**config.mk**
```make
export PLATFORM = sky130hd
export DESIGN_NAME = rob_queue_flat
export DESIGN_NICKNAME = d
export VERILOG_FILES = /design/src/rtl/rob_queue_if.sv /design/src/rtl/rob_queue.sv /design/src/flat_wrapper.sv
export SDC_FILE = /design/constraint.sdc
export NUM_CORES = 1
export LEC_CHECK = 0
export ABC_AREA = 1
export ABC_CLOCK_PERIOD_IN_PS = 3080
export CAP_MARGIN = 20
export CORE_UTILIZATION = 53
export CTS_CLUSTER_SIZE = 20
export DETAILED_ROUTE_END_ITERATION = 12
export PLACE_DENSITY = 0.87
export SYNTH_ARGS = -nofsm -noshare
export SYNTH_HDL_FRONTEND = slang
export SYNTH_SLANG_ARGS = --single-unit
```
**constraint.sdc**
```tcl
create_clock -name clk -period 3.08 [get_ports clk]
set_clock_uncertainty 0.1 [all_clocks]
set_input_delay 0.462 -clock clk [delete_from_list [all_inputs] [get_ports clk]]
set_output_delay 0.462 -clock clk [all_outputs]
set_load 0.05 [all_outputs]
```
**src/rtl/rob_queue_if.sv**
```systemverilog
// Bus between the reorder buffer and its neighbours: dispatch (alloc),
// functional-unit writeback, commit handshake and pipeline flush.
interface rob_queue_if #(
  parameter int DEPTH = 8,
  parameter int WIDTH = 32
);
  localparam int TAG_W = $clog2(DEPTH);

  logic             alloc;
  logic [WIDTH-1:0] alloc_data;
  logic [TAG_W-1:0] alloc_tag;
  logic             full;
  logic             empty;
  logic [TAG_W:0]   count;

  logic             wb_valid;
  logic [TAG_W-1:0] wb_tag;
  logic [WIDTH-1:0] wb_result;

  // Commit handshake: the head retires on a cycle where commit_valid and
  // commit_ready are both high at the clock edge; commit_valid never waits
  // on commit_ready, and ready while valid is low does nothing.
  logic             commit_valid;
  logic             commit_ready;
  logic [TAG_W-1:0] commit_tag;
  logic [WIDTH-1:0] commit_data;
  logic [WIDTH-1:0] commit_result;

  logic             flush;

  modport master (
    output alloc, alloc_data, wb_valid, wb_tag, wb_result, commit_ready, flush,
    input  alloc_tag, full, empty, count,
           commit_valid, commit_tag, commit_data, commit_result
  );

  modport slave (
    input  alloc, alloc_data, wb_valid, wb_tag, wb_result, commit_ready, flush,
    output alloc_tag, full, empty, count,
           commit_valid, commit_tag, commit_data, commit_result
  );
endinterface

```
**src/rtl/rob_queue.sv**
```systemverilog
// Reorder buffer: allocate at the tail in order, complete by tag in any
// order, retire from the head in program order.
module rob_queue #(
  parameter int DEPTH = 8,
  parameter int WIDTH = 32
) (
  input logic       clk,
  input logic       rst,
  rob_queue_if.slave bus
);
  localparam int TAG_W = $clog2(DEPTH);
  localparam logic [TAG_W:0] PTR_ONE = {{TAG_W{1'b0}}, 1'b1};

  // Pointers carry an extra wrap bit so full and empty stay distinguishable.
  logic [TAG_W:0]   head_ptr;
  logic [TAG_W:0]   tail_ptr;
  logic [TAG_W-1:0] head_idx;
  logic [TAG_W-1:0] tail_idx;
  logic [DEPTH-1:0] valid;
  logic [DEPTH-1:0] done;
  logic [WIDTH-1:0] data_mem   [DEPTH];
  logic [WIDTH-1:0] result_mem [DEPTH];

  logic full;
  logic empty;
  logic alloc_ok;
  logic wb_ok;
  logic commit_valid;
  logic fire;

  assign head_idx = head_ptr[TAG_W-1:0];
  assign tail_idx = tail_ptr[TAG_W-1:0];

  assign full  = (head_idx == tail_idx) && (head_ptr[TAG_W] != tail_ptr[TAG_W]);
  assign empty = (head_ptr == tail_ptr);

  assign alloc_ok     = bus.alloc & ~full;
  assign commit_valid = ~empty & valid[head_idx] & done[head_idx];
  assign fire         = commit_valid & bus.commit_ready;

  // The slot being allocated is never yet valid, but guard it explicitly so
  // a same-cycle writeback can never mark a fresh entry done.
  assign wb_ok = bus.wb_valid & valid[bus.wb_tag]
               & ~(alloc_ok && (bus.wb_tag == tail_idx));

  always_ff @(posedge clk) begin
    if (rst || bus.flush) begin
      head_ptr <= '0;
      tail_ptr <= '0;
      valid    <= '0;
      done     <= '0;
    end else begin
      if (alloc_ok) begin
        valid[tail_idx] <= 1'b1;
        done[tail_idx]  <= 1'b0;
        tail_ptr        <= tail_ptr + PTR_ONE;
      end
      if (wb_ok) begin
        done[bus.wb_tag] <= 1'b1;
      end
      // Retire last so a writeback to the firing head is dropped with it.
      if (fire) begin
        valid[head_idx] <= 1'b0;
        done[head_idx]  <= 1'b0;
        head_ptr        <= head_ptr + PTR_ONE;
      end
    end
  end

  // Payload storage needs no reset: valid/done gate every observable use.
  always_ff @(posedge clk) begin
    if (alloc_ok) begin
      data_mem[tail_idx] <= bus.alloc_data;
    end
    if (wb_ok) begin
      result_mem[bus.wb_tag] <= bus.wb_result;
    end
  end

  assign bus.alloc_tag     = tail_idx;
  assign bus.full          = full;
  assign bus.empty         = empty;
  assign bus.count         = tail_ptr - head_ptr;
  assign bus.commit_valid  = commit_valid;
  assign bus.commit_tag    = head_idx;
  assign bus.commit_data   = data_mem[head_idx];
  assign bus.commit_result = result_mem[head_idx];
endmodule

```
**src/flat_wrapper.sv**
```systemverilog
// flat-port wrapper written by rule: the top's interface ports become plain ports
module rob_queue_flat 
#(
  parameter int DEPTH = 8,
  parameter int WIDTH = 32
)
  (clk, rst, bus_alloc, bus_alloc_data, bus_wb_valid, bus_wb_tag, bus_wb_result, bus_commit_ready, bus_flush, bus_alloc_tag, bus_full, bus_empty, bus_count, bus_commit_valid, bus_commit_tag, bus_commit_data, bus_commit_result);
  rob_queue_if #(.DEPTH(DEPTH), .WIDTH(WIDTH)) bus_i ();
  input logic clk;
  input logic rst;
  input wire logic [$bits(bus_i.alloc)-1:0] bus_alloc;
  input wire logic [$bits(bus_i.alloc_data)-1:0] bus_alloc_data;
  input wire logic [$bits(bus_i.wb_valid)-1:0] bus_wb_valid;
  input wire logic [$bits(bus_i.wb_tag)-1:0] bus_wb_tag;
  input wire logic [$bits(bus_i.wb_result)-1:0] bus_wb_result;
  input wire logic [$bits(bus_i.commit_ready)-1:0] bus_commit_ready;
  input wire logic [$bits(bus_i.flush)-1:0] bus_flush;
  output wire logic [$bits(bus_i.alloc_tag)-1:0] bus_alloc_tag;
  output wire logic [$bits(bus_i.full)-1:0] bus_full;
  output wire logic [$bits(bus_i.empty)-1:0] bus_empty;
  output wire logic [$bits(bus_i.count)-1:0] bus_count;
  output wire logic [$bits(bus_i.commit_valid)-1:0] bus_commit_valid;
  output wire logic [$bits(bus_i.commit_tag)-1:0] bus_commit_tag;
  output wire logic [$bits(bus_i.commit_data)-1:0] bus_commit_data;
  output wire logic [$bits(bus_i.commit_result)-1:0] bus_commit_result;
  assign bus_i.alloc = bus_alloc;
  assign bus_i.alloc_data = bus_alloc_data;
  assign bus_i.wb_valid = bus_wb_valid;
  assign bus_i.wb_tag = bus_wb_tag;
  assign bus_i.wb_result = bus_wb_result;
  assign bus_i.commit_ready = bus_commit_ready;
  assign bus_i.flush = bus_flush;
  assign bus_alloc_tag = bus_i.alloc_tag;
  assign bus_full = bus_i.full;
  assign bus_empty = bus_i.empty;
  assign bus_count = bus_i.count;
  assign bus_commit_valid = bus_i.commit_valid;
  assign bus_commit_tag = bus_i.commit_tag;
  assign bus_commit_data = bus_i.commit_data;
  assign bus_commit_result = bus_i.commit_result;
  rob_queue #(.DEPTH(DEPTH), .WIDTH(WIDTH)) u_core (.clk(clk), .rst(rst), .bus(bus_i));
endmodule
```
* Word level (Yosys, flattened, before mapping)
Memory sizes are Yosys's and may differ from the RTL's. A register that Yosys moved wholly into a read port is not among the register bits.
Cells that the tools add are included.
** Word-level totals
- Bits in latches :: 0
- ROM bits :: 0
- Output and inout bits :: 77
- Bits in writable memories :: 512
- Register bits after elaboration :: 24
- Word-level logic and storage cells :: 69
- Input port bits :: 73
- Memories kept :: 2
** Memories
- u_core.data_mem :: words 8, width 32, read ports 1, clocked after Yosys merged registers in 1, wr ports 1, RTL line rob_queue.sv:21 : logic [WIDTH-1:0] data_mem [DEPTH];
- u_core.result_mem :: words 8, width 32, read ports 1, clocked after Yosys merged registers in 1, wr ports 1, RTL line rob_queue.sv:22 : logic [WIDTH-1:0] result_mem [DEPTH];
** Operators by class
- Reductions and logical operators :: 6
- Div/mod/pow operators :: 0
- $lt $le $gt $ge :: 6
- Multipliers :: 0
- Eq/ne operators :: 4
- Shift operators :: 0
- Bitwise logic cells :: 16
- Add/sub/neg operators :: 3
- Mux-type cells :: 28
** Operators by type and width (count)
- 8-bit 2-to-1 mux :: 8
- 8-bit AND :: 3
- 8-bit inverter :: 2
- 8-bit bitwise OR :: 2
- 3-bit by 4-bit < comparator with 1-bit output, second input constant :: 3
- 3-bit 2-to-1 mux :: 4
- 1-bit 2-to-1 mux :: 10
- 1-bit binary-select mux with 3-bit select :: 3
- 1-bit demux with 3-bit select :: 3
- 3-bit by 1-bit greater-or-equal comparator with 1-bit output, second input constant :: 3
- 4-bit by 1-bit adder with 4-bit output, second input constant :: 2
- 1-bit AND :: 6
- 3-bit == test :: 2
- 1-bit logical AND :: 5
- 4-bit == test :: 1
- 4-bit subtractor :: 1
- 1-bit inverter :: 3
- 1-bit logical OR :: 1
- 1-bit != test :: 1

* Logic depth before layout (Yosys ltp)
Gate-level depths: netlist of the first run.
- Word-level depth :: 13
- Gate-level depth with buffers :: 13
- Gate-level depth less buffers :: 12

* Least setup slack after synthesis of the first run
No wires, ideal clock.
- Kind :: register -> register
- From :: register u_core.tail_ptr[0]
- To :: memory u_core.result_mem[6][0], enable pin
- Path buffers :: 0
- Setup slack :: -0.493 ns
- Stages on the path, launching flop included :: 11
- Setup time :: 0.421 ns
- Required time :: 2.559 ns
- Arrival :: 3.053 ns
- Clock period less this slack :: 3.573 ns
- Cell sequence :: dfxtp_1 inv_1 ha_1 inv_1 nor2_1 nand2_1 nand2_4 nor2_1 nor2_4 nand2_2 nor2_1
** On the way
- Word-level cells in the longest chain between the ends :: 9
- Elaborated cells on any way between the ends :: 10
- Those cells by class :: 2 x eq/ne; 2 x mux; 4 x bitwise; 2 x reduce/logical
** Ends and longest elaborated chain
- from (decl) :: RTL line rob_queue.sv:16 : logic [TAG_W:0] tail_ptr;
- from (signal assigned) :: RTL line rob_queue.sv:56 : tail_ptr <= tail_ptr + PTR_ONE;
- 3-bit == test :: RTL line rob_queue.sv:34 : assign full = (head_idx == tail_idx) && (head_ptr[TAG_W] != tail_ptr[TAG_W]);
- 1-bit logical AND :: RTL line rob_queue.sv:34
- 1-bit inverter :: RTL line rob_queue.sv:37 : assign alloc_ok = bus.alloc & ~full;
- 1-bit AND :: RTL line rob_queue.sv:37
- 1-bit logical AND * :: RTL line rob_queue.sv:44 : & ~(alloc_ok && (bus.wb_tag == tail_idx));
- 1-bit inverter * :: RTL line rob_queue.sv:44
- 1-bit AND * :: RTL line rob_queue.sv:44
- 1-bit 2-to-1 mux * :: RTL line rob_queue.sv:75 : if (wb_ok) begin
- 1-bit 2-to-1 mux (not written as such) * :: RTL line rob_queue.sv:76 : result_mem[bus.wb_tag] <= bus.wb_result;
- to (decl) :: RTL line rob_queue.sv:22
Every way passes the cells marked *; elsewhere a longest branch is shown, timed or not.

==> impl_metrics.toml, run 1 <==
[worst_setup_path]
crit_path_frequent_cell = "buf_12"
start_kind = "flop"
critPathKind = "reg -> out"
cpPeakStageDelay_ns = 0.54
critical_path.max_fanout = 33
worst_ep_arrival_time_ns = 2.47
worstPathRequired_ns = 2.52
critPathCaptureType = "primary output"
path_cells = "inv_8 > buf_12 > buf_4 > nor2_1 > o21ai_0 > a31oi_2 > buf_12"
critPathSlowestCell = "dfxtp_4"
reg2reg_depth = 11

[cells_and_area]
final_util_pct = 65.5
n_fill_cell = 2584
final_nets = 1953
mostFrequentLayoutCells = "512 x edfxtp_1, 470 x nor2_1, 270 x o21ai_0"
final_cells = 2442
final_common_cell = "edfxtp_1"
drive_above_1_share_pct = 11.4
syn2layout_area_growth_pct = 21.7
multi_input_area_um2 = 4860
seq_area_um2 = 15900
final_cell_area_um2 = 26100

[power]
netSwitchingFraction_pct = 20.0
p_int_mw = 11.8
power.total_mw = 14.7
ir_worst_vdd_uv = 449
leakage_nw = 8.99
power_switching_mw = 2.95
power_density_nw_per_um2 = 565
pwr-share-seq_pct = 54.8
power_frac_clock_pct = 41.2
p_comb_share_pct = 4.0

[synth]
syn_inst = 1738
ys_ff_latch = 539
ys_seq_area_share_pct = 74.2
synth_fp_nets = 1817
synth_area_per_cell_um2 = 12.3
syn-cell-area_um2 = 21400
synth_cell_types = 31
yosysWarnings = 0

[sta]
whs_ns = 0.442
setup_viol = 0
fin_crit_ns = 3.04
max_freq_mhz = 329
hold_viol = 0
tns_ns = 0
fin_ws_ns = 0.0446
drv_slew = 0
slew_headroom_pct = 58.2
period_share_pct = 98.6
worstMarginPinSlew_ns = 0.620
rsz0062_at_grt = "true"

[grt]
grt_pass1_wl_mm = 78.6
first_global_vias = 14300
grt_max_degree = 79
antenna_found_initial = 7
grt_usage_pct = 24.8
grt.overflow.total = 0

[detailed_routing]
wl_per_cell_um = 21.1
firstDrtPassIters = 6
vias_per_cell = 5.93
drtIter0Drc = 1592
drc = 0
vias = 14500
drt_wl_total_mm = 51.4
detail-route-antenna-nets = 0

[placement]
pre_cts_ws_ns = 0.343
io_buffers = 149
dp_cells = 2345
hpwlAfterDp_mm = 28.4
place_area_um2 = 24300
gp_congestion = 0.884

[clock_network]
clk_latency_ns = 0.57
htree_levels = 2
clock_path_buffers = 3
clk_pin_slew_worst_paths_ns = 0.06
cts_tree = "built"
cts.sinks = 539
clockRootBuffer = "clkbuf_16"
cts_buffers = 50

[flow_run]
maxCapViolations = 0

[die]
io_pins = 150
initial_core_util_pct = 53.9
core_area_um2 = 39800
die_x_um = 203
dieArea_um2 = 41300
die_y_um = 203
fp-row-count = 73

[run_status]
status = "finished clean"

[min_path]
hold_class = "reg -> reg"
whs_path_depth = 2
-- metal layers --
metal / part of all wire [%] / global-route usage (%)
met1: 38 / 31.5
met4: 2.6 / 9.24
met2: 50 / 41.7
met5: 0.084 / 0
met3: 9.1 / 5.61
-- cell usage after synthesis (all sizes together) --
| cell type | instances | share of area [%] |
|---|---|---|
| edfxtp | 512 | 72 |
| nor2 | 475 | 8.3 |
| o21ai | 272 | 6.3 |
| nand2 | 91 | 1.7 |
| a31oi | 64 | 1.9 |
| o22ai | 64 | 1.9 |
| buf | 62 | 1.9 |
| inv | 58 | 1.0 |
| clkbuf | 49 | 0.87 |
| dfxtp | 27 | 2.5 |
| nand3 | 22 | 0.54 |
| a21oi | 16 | 0.37 |
| a21boi | 6 | 0.21 |
| nor3 | 6 | 0.14 |
| ha | 5 | 0.29 |
| nand4 | 3 | 0.088 |
| xor2 | 3 | 0.12 |
| fa | 1 | 0.093 |
| o21bai | 1 | 0.035 |
| xnor2 | 1 | 0.041 |
-- power groups by stage --
stage          sequential, mW  combinational (mW)  clock, mW
2_1_floorplan            8.24               0.219          0
4_1_cts                  8.09               0.579       6.14
3_3_place_gp             8.24               0.556          0
6_report                 8.09               0.584       6.07
3_5_place_dp             8.24               0.574          0
5_1_grt                  8.09               0.614       6.43
-- registers in the layout, indices dropped and copies added, names as in the netlist, named ones only --
register,count
u_core.valid,8
u_core.data_mem,256
u_core.done,8
u_core.result_mem,256
u_core.head_ptr,4
u_core.tail_ptr,4
-- critical path, delay by kind of cell, from the launching register on --
family,cells,cell delay [ns]
buf+inv,4,0.69
flops,1,0.54
compound gates,2,0.52
simple gates,1,0.13
-- area by class of cell --
class,count,area share [%]
sequential,539,61.0
multi-input combinational,1030,18.6
timing repair buffer,195,10.7
clock buffer,67,5.32
tap,525,2.52
inverter,58,0.921
clock inverter,24,0.844
antenna,4,0.0384
-- path summary, 6_finish.rpt --
kind | start | to | slack [ns]
max reg2reg | u_core.head_ptr[2] | u_core.result_mem[7][27] | 0.55
max | flop | bus_commit_data[28] | 0.04
min | u_core.head_ptr[3] | u_core.head_ptr[3] | 0.44
min reg2reg | u_core.head_ptr[3] | u_core.head_ptr[3] | 0.44
-- cells by family (layout without fill, tap and decap cells) --
group | Yosys count | after routing | share of synthesized area [%]
simple gates | 597 | 597 | 10.8
flops | 539 | 539 | 74.2
buf+inv | 169 | 344 | 3.76
other cells | 0 | 4 | 0
compound gates | 423 | 423 | 10.7
fa+ha+maj | 6 | 6 | 0.385
xor+xnor | 4 | 4 | 0.163
-- timing repair --
item | CTS | global route
hold buffers | 0 | 0
buffers inserted | 1 | 1
resized for setup | 14 | 25
setup endpoints to repair | 43 | 46
Power figures use the tool's default switching activity.
==> inputs of run 2 (changes only) <==
- MAX_ROUTING_LAYER: unset -> met4
- TNS_END_PERCENT: unset -> 10
==> impl_metrics.toml, run 2 (synthesized netlist as in run 1, its figures left out) <==
[worst_setup_path]
reg2reg_depth = 11
cp.depth = 6
cpPeakStageDelay_ns = 0.57
worstPathRequired_ns = 2.52
cpLargestDelayFamily = "compound AO/OA/AOI/OAI gates"
critical_path.max_fanout = 64
worst_ep_arrival_time_ns = 2.49
r2r-start = "u_core.head_ptr[1]"
critPathKind = "reg -> out"
critPathCaptureType = "primary output"
worst-path-buf-inv = 2
ff2ff_setup_slack_ns = 0.52
critPathSlowestCell = "dfxtp_4"
path_cells = "buf_16 > o21ai_0 > o22ai_1 > nor2_1 > a31oi_1 > buf_12"
r2r-end = "u_core.result_mem[7][25]"
start_kind = "flop"

[min_path]
hold_class = "reg -> reg"
hold_path_end = "u_core.valid[7]"
whs_path_depth = 2
min_from = "u_core.valid[7]"

[clock_network]
htree_levels = 2
cts.sinks = 539
cts_buffers = 49
cts_tree = "built"
ctsHoldBuffers = 0
clockRootBuffer = "clkbuf_16"
clk_latency_ns = 0.56
clk_pin_slew_worst_paths_ns = 0.07
clock_path_buffers = 3

[die]
core_area_um2 = 39800
io_pins = 150
fp-row-count = 73
die_x_um = 203
initial_core_util_pct = 53.9
dieArea_um2 = 41300
die_y_um = 203

[placement]
io_buffers = 149
hpwlAfterDp_mm = 28.0
place_area_um2 = 24300
gp_congestion = 0.894
dp_cells = 2339

[power]
power_switching_mw = 2.96
power.total_mw = 14.8
pwr-share-seq_pct = 54.8
power_frac_clock_pct = 41.3
netSwitchingFraction_pct = 20.1
ir_worst_vdd_uv = 412
p_comb_share_pct = 4.0
p_int_mw = 11.8
power_density_nw_per_um2 = 566
leakage_nw = 8.98

[run_status]
status = "finished clean"

[grt]
grt_pass1_wl_mm = 78.8
grt_usage_pct = 25.7
grt.overflow.total = 0
first_global_vias = 14500
grt_max_degree = 77
antenna_found_initial = 5

[detailed_routing]
vias = 14800
drc = 0
drtIter0Drc = 1730
drt_wl_total_mm = 52.7
detail-route-antenna-nets = 0
wl_per_cell_um = 21.6
firstDrtPassIters = 6
vias_per_cell = 6.07

[flow_run]
maxCapViolations = 0

[cells_and_area]
final_common_cell = "edfxtp_1"
final_cells = 2437
mostFrequentLayoutCells = "512 x edfxtp_1, 471 x nor2_1, 269 x o21ai_0"
top_regs = "u_core.data_mem: 256 flops, u_core.result_mem: 256 flops"
final_nets = 1948
final_cell_area_um2 = 26100
syn2layout_area_growth_pct = 21.6
drive_above_1_share_pct = 11.0

[sta]
slew_headroom_pct = 54.5
fin_crit_ns = 3.05
rsz0062_at_grt = "true"
drv_slew = 0
hold_viol = 0
setup_viol = 0
period_share_pct = 99.0
max_freq_mhz = 328
worstMarginPinSlew_ns = 0.676
run 2: final cells by class:
type                            instances  area (µm²)
Sequential cell                       539       15900
Antenna cell                            5        12.5
Tap cell                              525         657
Clock inverter                         35         352
Inverter                               58         230
Timing Repair Buffer                  191        2820
Fill cell                            2552       13700
Clock buffer                           54        1240
Multi-Input combinational cell       1030        4850
run 2: stage by stage:
step | hold WS (ns) | setup WS, ns | TNS (ns) | utilization (%)
5_1_grt | 0.435 | -0.100 | -0.139 | 65.5
3_5_place_dp | 0.396 | 0.303 | 0 | 61.0
3_3_place_gp | 0.382 | 0.372 | 0 | 61.0
6_report | 0.418 | 0.0299 | 0 | 65.5
2_1_floorplan | 0.346 | -0.493 | -41.69 | -
4_1_cts | 0.406 | -0.0409 | -0.161 | 65.2
run 2: routing by layer:
layer / global-route usage, % / vias to the layer above / wire, µm
met1: 31.9 / 7175 / 19600
met2: 41.7 / 964 / 26000
li1: - / 6507 / -
met4: 9.72 / 0 / 1670
met5: - / - / 0
met3: 5.56 / 149 / 5430
run 2: worst max path at each step:
stage | end | slack, ns | start
6_report | bus_commit_result[13] | 0.03 | flop
5_1_grt | bus_commit_valid | -0.10 | u_core.head_ptr[1]
4_1_cts | bus_count[3] | -0.04 | u_core.head_ptr[2]
3_5_place_dp | bus_count[3] | 0.30 | u_core.head_ptr[2]
3_3_place_gp | bus_count[3] | 0.37 | u_core.head_ptr[2]
2_1_floorplan | u_core.result_mem[6][0] | -0.49 | u_core.tail_ptr[0]
run 2: power by group through the flow:
stage	registers, mW	clock network [mW]	logic, mW
final	8.09	6.10	0.586
after global routing	8.09	6.41	0.616
after CTS	8.09	6.11	0.582
after detailed placement	8.24	0	0.575
after global placement	8.24	0	0.557
after floorplan	8.24	0	0.219
run 2: tightest hold or removal path: cells and delay by family, from the launching register on:
family	cells	cell delay [ns]
AOI/OAI and AO/OA	1	0.06
buffers and inverters	1	0.08
DFF	1	0.34
run 2: what timing repair did:
action                                  CTS  global route
endpoints found under the setup margin   30            46
pin swaps                                 1             1
gates resized for setup                  14            21
buffers inserted                          1             3
